===== config.mk =====
export PLATFORM = sky130hd
export DESIGN_NAME = mod_exp_engine_flat
export DESIGN_NICKNAME = d
export VERILOG_FILES = /design/src/rtl/mod_exp_if.sv /design/src/rtl/mod_exp_engine.sv /design/src/flat_wrapper.sv
export SDC_FILE = /design/constraint.sdc
export NUM_CORES = 1
export LEC_CHECK = 0
export CAP_MARGIN = 30
export CORE_AREA = 2 2 217 198
export CTS_BUF_LIST = sky130_fd_sc_hd__clkbuf_8
export CTS_CLUSTER_DIAMETER = 100
export DETAILED_ROUTE_END_ITERATION = 7
export DIE_AREA = 0 0 219 200
export PLACE_DENSITY_LB_ADDON = 0.15
export SLEW_MARGIN = 30
export SYNTH_ARGS = -nofsm -noshare
export SYNTH_HDL_FRONTEND = slang
export SYNTH_SLANG_ARGS = --single-unit

===== constraint.sdc =====
create_clock -name clk -period 7.7 [get_ports clk]
set_clock_uncertainty 0.15 [all_clocks]
set_input_delay 1.925 -clock clk [delete_from_list [all_inputs] [get_ports clk]]
set_output_delay 1.925 -clock clk [all_outputs]
set_load 0.05 [all_outputs]

===== src/rtl/mod_exp_if.sv =====
// Request/response bundle for the modular exponentiation engine.
// The requester uses the master modport and the engine uses the slave modport.
interface mod_exp_if #(
  parameter int WIDTH = 16
);
  logic             start;
  logic [WIDTH-1:0] base;
  logic [WIDTH-1:0] exponent;
  logic [WIDTH-1:0] modulus;
  logic [WIDTH-1:0] result;
  logic             busy;
  logic             done;
  logic             err;

  modport master (
    output start, base, exponent, modulus,
    input  result, busy, done, err
  );

  modport slave (
    input  start, base, exponent, modulus,
    output result, busy, done, err
  );
endinterface


===== src/rtl/mod_exp_engine.sv =====
// Constant-time right-to-left square-and-multiply: result = base^exponent mod modulus.
// Two shift-add modular multipliers share the old b as multiplier, one bit per cycle.
module mod_exp_engine #(
  parameter int WIDTH = 16
) (
  input logic      clk,
  input logic      rst_n,
  mod_exp_if.slave bus
);
  localparam int AW = WIDTH + 2;
  localparam int CW = (WIDTH > 1) ? $clog2(WIDTH) : 1;

  typedef enum logic [2:0] {IDLE, CHECK, REDUCE, EXP, FIN} state_t;

  state_t           state, state_nx;
  logic [WIDTH-1:0] base_q, exp_q, mod_q;
  logic [WIDTH-1:0] r_q, b_q, result_q;
  logic [AW-1:0]    acc_a, acc_b;
  logic [AW-1:0]    step_a, step_b, add_a, n_ext;
  logic [CW-1:0]    bit_cnt, ei;
  logic             mul_bit, busy_q, done_q, err_q;

  // One MSB-first shift-add step; inputs below n keep the result below n.
  function automatic logic [AW-1:0] mm_step(input logic [AW-1:0] acc,
                                            input logic [AW-1:0] addend,
                                            input logic [AW-1:0] n,
                                            input logic          bit_i);
    logic [AW-1:0] t;
    t = acc << 1;
    if (t >= n) t = t - n;
    if (bit_i) begin
      t = t + addend;
      if (t >= n) t = t - n;
    end
    return t;
  endfunction

  always_comb begin
    n_ext   = {2'b00, mod_q};
    mul_bit = 1'b0;
    add_a   = '0;
    case (state)
      REDUCE: begin
        mul_bit = base_q[bit_cnt];
        add_a   = AW'(1);
      end
      EXP: begin
        mul_bit = b_q[bit_cnt];
        add_a   = {2'b00, r_q};
      end
      default: ;
    endcase
    step_a = mm_step(acc_a, add_a, n_ext, mul_bit);
    step_b = mm_step(acc_b, {2'b00, b_q}, n_ext, b_q[bit_cnt]);
  end

  always_ff @(posedge clk or negedge rst_n) begin
    if (!rst_n) state <= IDLE;
    else        state <= state_nx;
  end

  always_comb begin
    state_nx = state;
    case (state)
      IDLE:    if (bus.start) state_nx = CHECK;
      CHECK:   state_nx = (mod_q < WIDTH'(2)) ? FIN : REDUCE;
      REDUCE:  if (bit_cnt == '0) state_nx = EXP;
      EXP:     if (bit_cnt == '0 && ei == CW'(WIDTH - 1)) state_nx = FIN;
      FIN:     state_nx = IDLE;
      default: state_nx = IDLE;
    endcase
  end

  always_ff @(posedge clk or negedge rst_n) begin
    if (!rst_n) begin
      base_q   <= '0;
      exp_q    <= '0;
      mod_q    <= '0;
      r_q      <= '0;
      b_q      <= '0;
      result_q <= '0;
      acc_a    <= '0;
      acc_b    <= '0;
      bit_cnt  <= '0;
      ei       <= '0;
      busy_q   <= 1'b0;
      done_q   <= 1'b0;
      err_q    <= 1'b0;
    end else begin
      done_q <= 1'b0;
      case (state)
        IDLE: begin
          if (bus.start) begin
            base_q <= bus.base;
            exp_q  <= bus.exponent;
            mod_q  <= bus.modulus;
            busy_q <= 1'b1;
            err_q  <= 1'b0;
          end
        end
        CHECK: begin
          if (mod_q < WIDTH'(2)) begin
            result_q <= '0;
            err_q    <= 1'b1;
          end else begin
            r_q     <= WIDTH'(1);
            acc_a   <= '0;
            bit_cnt <= CW'(WIDTH - 1);
          end
        end
        REDUCE: begin
          if (bit_cnt == '0) begin
            b_q     <= step_a[WIDTH-1:0];
            acc_a   <= '0;
            acc_b   <= '0;
            ei      <= '0;
            bit_cnt <= CW'(WIDTH - 1);
          end else begin
            acc_a   <= step_a;
            bit_cnt <= bit_cnt - 1'b1;
          end
        end
        EXP: begin
          // End of a bit slot: commit the square always, the product only on a set exponent bit.
          if (bit_cnt == '0) begin
            b_q     <= step_b[WIDTH-1:0];
            if (exp_q[ei]) r_q <= step_a[WIDTH-1:0];
            acc_a   <= '0;
            acc_b   <= '0;
            ei      <= ei + 1'b1;
            bit_cnt <= CW'(WIDTH - 1);
          end else begin
            acc_a   <= step_a;
            acc_b   <= step_b;
            bit_cnt <= bit_cnt - 1'b1;
          end
        end
        FIN: begin
          result_q <= err_q ? '0 : r_q;
          done_q   <= 1'b1;
          busy_q   <= 1'b0;
        end
        default: ;
      endcase
    end
  end

  assign bus.result = result_q;
  assign bus.busy   = busy_q;
  assign bus.done   = done_q;
  assign bus.err    = err_q;
endmodule


===== src/flat_wrapper.sv =====
// flat-port wrapper written by rule: the top's interface ports become plain ports
module mod_exp_engine_flat 
#(
  parameter int WIDTH = 16
)
  (clk, rst_n, bus_start, bus_base, bus_exponent, bus_modulus, bus_result, bus_busy, bus_done, bus_err);
  mod_exp_if #(.WIDTH(WIDTH)) bus_i ();
  input logic clk;
  input logic rst_n;
  input wire logic [$bits(bus_i.start)-1:0] bus_start;
  input wire logic [$bits(bus_i.base)-1:0] bus_base;
  input wire logic [$bits(bus_i.exponent)-1:0] bus_exponent;
  input wire logic [$bits(bus_i.modulus)-1:0] bus_modulus;
  output wire logic [$bits(bus_i.result)-1:0] bus_result;
  output wire logic [$bits(bus_i.busy)-1:0] bus_busy;
  output wire logic [$bits(bus_i.done)-1:0] bus_done;
  output wire logic [$bits(bus_i.err)-1:0] bus_err;
  assign bus_i.start = bus_start;
  assign bus_i.base = bus_base;
  assign bus_i.exponent = bus_exponent;
  assign bus_i.modulus = bus_modulus;
  assign bus_result = bus_i.result;
  assign bus_busy = bus_i.busy;
  assign bus_done = bus_i.done;
  assign bus_err = bus_i.err;
  mod_exp_engine #(.WIDTH(WIDTH)) u_core (.clk(clk), .rst_n(rst_n), .bus(bus_i));
endmodule

==> results by group <==
Placed design
  • Placer congestion estimate: 0.919
  • IO Port Bufs: 69
  • DP HPWL: 36.2 mm

Critical path
  • R2R depth: 25
  • Critical path depth: 25
  • Critical path arrival: 7.50 ns
  • Startpoint of the worst register-to-register path: u_core.mod_q[1]
  • Endpoint class of the critical path: register
  • CP required: 7.96 ns
  • Critical Path End: u_core.b_q[9]
  • CP bufs+invs: 2
  • Most common cell on crit path: a211oi_1
  • Crit path kind: register to register
  • CP Launch Point: u_core.mod_q[1]
  • Max incr delay on CP: 0.50 ns
  • Worst Setup Start Kind: register
  • Critical path peak fanout: 10
  • Worst R2R Setup Slack: 0.46 ns
  • Worst-path cell with the longest stage delay: dfrtp_1
  • Delay-heaviest family, CP: compound AO/OA/AOI/OAI gates
  • R2R Path End: u_core.b_q[9]

Logic synthesis
  • Synth Area in Compound Gates: 25.6%
  • Area share of the largest cell type after synthesis: 29.1%
  • Post-synth top flop: dfrtp_1
  • Number of enable flip-flop cells after synthesis: 0
  • Avg Inst Size Synth: 8.71 µm²
  • Post-Syn Area: 12,400 µm²
  • Sequential area share after synthesis: 29.1%
  • Share of async-settable or async-resettable flops after synthesis: 100%
  • #FFs+latches synth: 144
  • Post-synthesis mux area share: 7.64%
  • Leading area contributor after synthesis: dfrtp_1
  • Largest cells by area after synthesis: dfrtp_1 (29%), ha_1 (9.9%), nand2_1 (4.3%), o21ai_0 (3.8%), mux2_2 (3.7%)
  • Simple-Gate Fraction of Synth Area: 17.6%
  • Largest family of logic cells by synthesized area: compound AO/OA/AOI/OAI gates
  • Post-synthesis xor/xnor area fraction: 5.08%
  • Mapped Cells: 1,419
  • Synth Area in Adders: 10.9%
  • Yosys warns: 0
  • Mapped Nets: 1,574
  • Synth unique cells: 93

Floorplanning
  • Row Count: 71
  • Initial Util: 29.9%
  • Die Area: 43,800 µm²
  • Die width: 219 µm
  • Die H: 200 µm
  • Io pins: 70
  • Core box area: 41,400 µm²

Flow run
  • MaxCap Viol Count: 0

STA
  • Worst slew margin: 37.7%
  • Max Slew Vio Count: 0
  • Maximum clock rate: 138 MHz
  • Fin. Hold Viols: 0
  • Setup TNS: 0 ns
  • Final Setup Violations: 0
  • Crit share post-route: 94.0%
  • Worst Tran Pin Value: 0.935 ns
  • Post-route minimum period: 7.24 ns

Global routing
  • GRT met2 Usage: 34.6%
  • Met1 Use GR: 27.3%
  • Met3 Track Usage GR: 4.98%
  • GRT busiest layer: met2
  • Number of antenna violations at the first check in global routing: 1
  • GRT Util Overall: 20.9%
  • Largest net degree at the start of global routing: 90
  • Gr ovfl total: 0
  • Number of global-route vias before repair: 11,280
  • First-pass GRT wire length: 68.1 mm

Drt
  • Routed WL per cell: 22.0 µm
  • Final wirelength: 45.1 mm
  • Vias post-DR: 11,395
  • Antenna Nets Post-Route: 0
  • DR iter-0 viols: 846
  • 1st-pass router iterations: 7
  • Vias/cell: 5.54
  • Residual DRC: 0

CTS
  • CTS Buf Count: 17
  • CTS tree: done
  • Clock transition at path regs: 0.09 ns
  • Clock root cell: clkbuf_8
  • H-Tree Depth: 4
  • Worst-Skew Late Latency: 0.50 ns
  • Hold_buf cts: 0
  • Deepest clock path buffer count: 2
  • CTS Sinks: 144

Final layout
  • Reg area: 3600 µm²
  • Nets: 1,650
  • # fillers: 4,375
  • Area of the multi-input gates: 8340 µm²
  • Area Overhead vs Synth: 15.9%
  • Fraction of layout cells with a size suffix above 1: 12.3%

Power and ir drop
  • Maximum vdd drop: 0.0000836 V
  • Overall Power: 1.41 mW
  • LEAKAGE: 6.78 nW
  • PD cells: 98.4 nW/µm²

Hold path
  • Hold wc startpoint: u_core.bus.busy
  • Worst hold path type: register to register

Run status
  • Outcome: completed
==> metrics by stage <==
step                utilization, %  hold WS (ns)  setup slack, ns  cell area (µm²)  std cells
floorplan                        -         0.314             1.12            12400       1419
global placement              33.5         0.312            0.288            13900       2020
detailed placement            33.5         0.320            0.229            13900       2020
CTS                           34.4         0.343            0.196            14200       2051
global route                  34.6         0.377          -0.0181            14300       2054
finish                        34.6         0.340            0.459            14300       2056
==> power by group <==
part	internal [mW]	switching (mW)
clock	0.259	0.352
sequential	0.755	0
combinational	0.0240	0.0200
total	1.04	0.372
==> worst register-to-register path, cell delays in order, from the launching register on <==
cell	delay (ns)
dfrtp_1	0.50
inv_1	0.23
fa_1	0.47
a211oi_1	0.35
o211a_1	0.27
or4_4	0.15
and3_1	0.24
mux2_2	0.41
ha_1	0.30
a211oi_1	0.36
o21ai_1	0.17
a31oi_1	0.24
o21bai_2	0.15
a21o_1	0.20
a21oi_1	0.18
xnor2_1	0.19
ha_1	0.37
a21oi_1	0.16
o21bai_1	0.08
a211oi_1	0.36
a31oi_2	0.20
a2111o_1	0.44
buf_4	0.21
and3_1	0.18
or4_1	0.50
o211ai_1	0.11
==> sequential cells by signal, indices dropped and copies added (netlist names), 16 cells and up <==
name / count
u_core.acc_a: 17
u_core.acc_b: 17
u_core.b_q: 16
u_core.base_q: 16
u_core.bus.result: 16
u_core.exp_q: 16
u_core.mod_q: 16
u_core.r_q: 16
==> final cells by class <==
type | count | share of cell area (%)
clock inverters | 14 | 0.952
repair buffers | 117 | 7.48
clock buffers | 17 | 1.63
diodes | 2 | 0.0349
well taps | 547 | 4.78
multi-input cells | 1147 | 58.2
inverters | 68 | 1.81
flip-flops and latches | 144 | 25.1
==> worst min path at each step <==
stage	endpoint	slack [ns]	cells past startpoint
2_1_floorplan	u_core.r_q[10]	0.31	2
6_report	u_core.bus.busy	0.34	1
3_3_place_gp	u_core.bus.busy	0.31	1
4_1_cts	u_core.bus.busy	0.34	1
5_1_grt	u_core.bus.busy	0.38	1
3_5_place_dp	u_core.bus.busy	0.32	1
==> synthesized netlist by cell type (5+ instances only) <==
| cell | number |
|---|---|
| a211o_1 | 9 |
| a211oi_1 | 27 |
| a21o_1 | 34 |
| a21oi_1 | 89 |
| a22o_1 | 27 |
| a31o_2 | 6 |
| a31oi_1 | 21 |
| a32o_1 | 8 |
| and2_1 | 8 |
| and3_1 | 29 |
| buf_2 | 9 |
| clkbuf_1 | 49 |
| dfrtp_1 | 144 |
| fa_1 | 6 |
| ha_1 | 98 |
| inv_1 | 68 |
| mux2_2 | 41 |
| mux2i_1 | 19 |
| mux4_2 | 13 |
| nand2_1 | 141 |
| nand2b_1 | 18 |
| nand3_1 | 33 |
| nand4_1 | 17 |
| nor2_1 | 111 |
| nor2b_1 | 15 |
| nor3_1 | 21 |
| nor4_1 | 11 |
| o2111ai_1 | 5 |
| o211ai_1 | 11 |
| o21a_1 | 23 |
| o21ai_0 | 95 |
| o21ai_1 | 9 |
| o21bai_1 | 11 |
| o31a_1 | 7 |
| o31ai_1 | 11 |
| or2_2 | 5 |
| or3_1 | 10 |
| xnor2_1 | 42 |
| xor2_1 | 22 |
==> what timing repair did <==
action,in CTS,in global routing
gates resized for setup,0,14
setup endpoints to repair,0,41
endpoints found under the hold margin,0,0
buffers inserted,0,2
==> cells in the final DEF, fill, tap and decap left out, types with 28 or more instances in the layout <==
| cell type | n |
|---|---|
| dfrtp_1 | 144 |
| nand2_1 | 141 |
| nor2_1 | 109 |
| ha_1 | 98 |
| o21ai_0 | 94 |
| a21oi_1 | 88 |
| inv_1 | 68 |
| clkdlybuf4s50_1 | 68 |
| buf_4 | 47 |
| xnor2_1 | 42 |
| mux2_2 | 41 |
| a21o_1 | 34 |
| nand3_1 | 33 |
| and3_1 | 28 |
==> kinds of logic (layout without fill, tap and decap cells) <==
family | after synthesis | count (layout)
adder cells (fa/ha/maj) | 104 | 104
XOR/XNOR | 67 | 67
other | 0 | 2
AND/OR/NAND/NOR | 444 | 444
multiplexers | 73 | 73
flip-flops | 144 | 144
buffers and inverters | 128 | 216
AO/OA/AOI/OAI | 459 | 459
==> layer usage <==
layer  wire length, µm  up-vias
li1                  -     5467
met1             20300     5567
met2             21300      303
met3              2680       58
met4               951        0
met5                 0        -
Note: power is estimated with default switching activity, not from simulation.
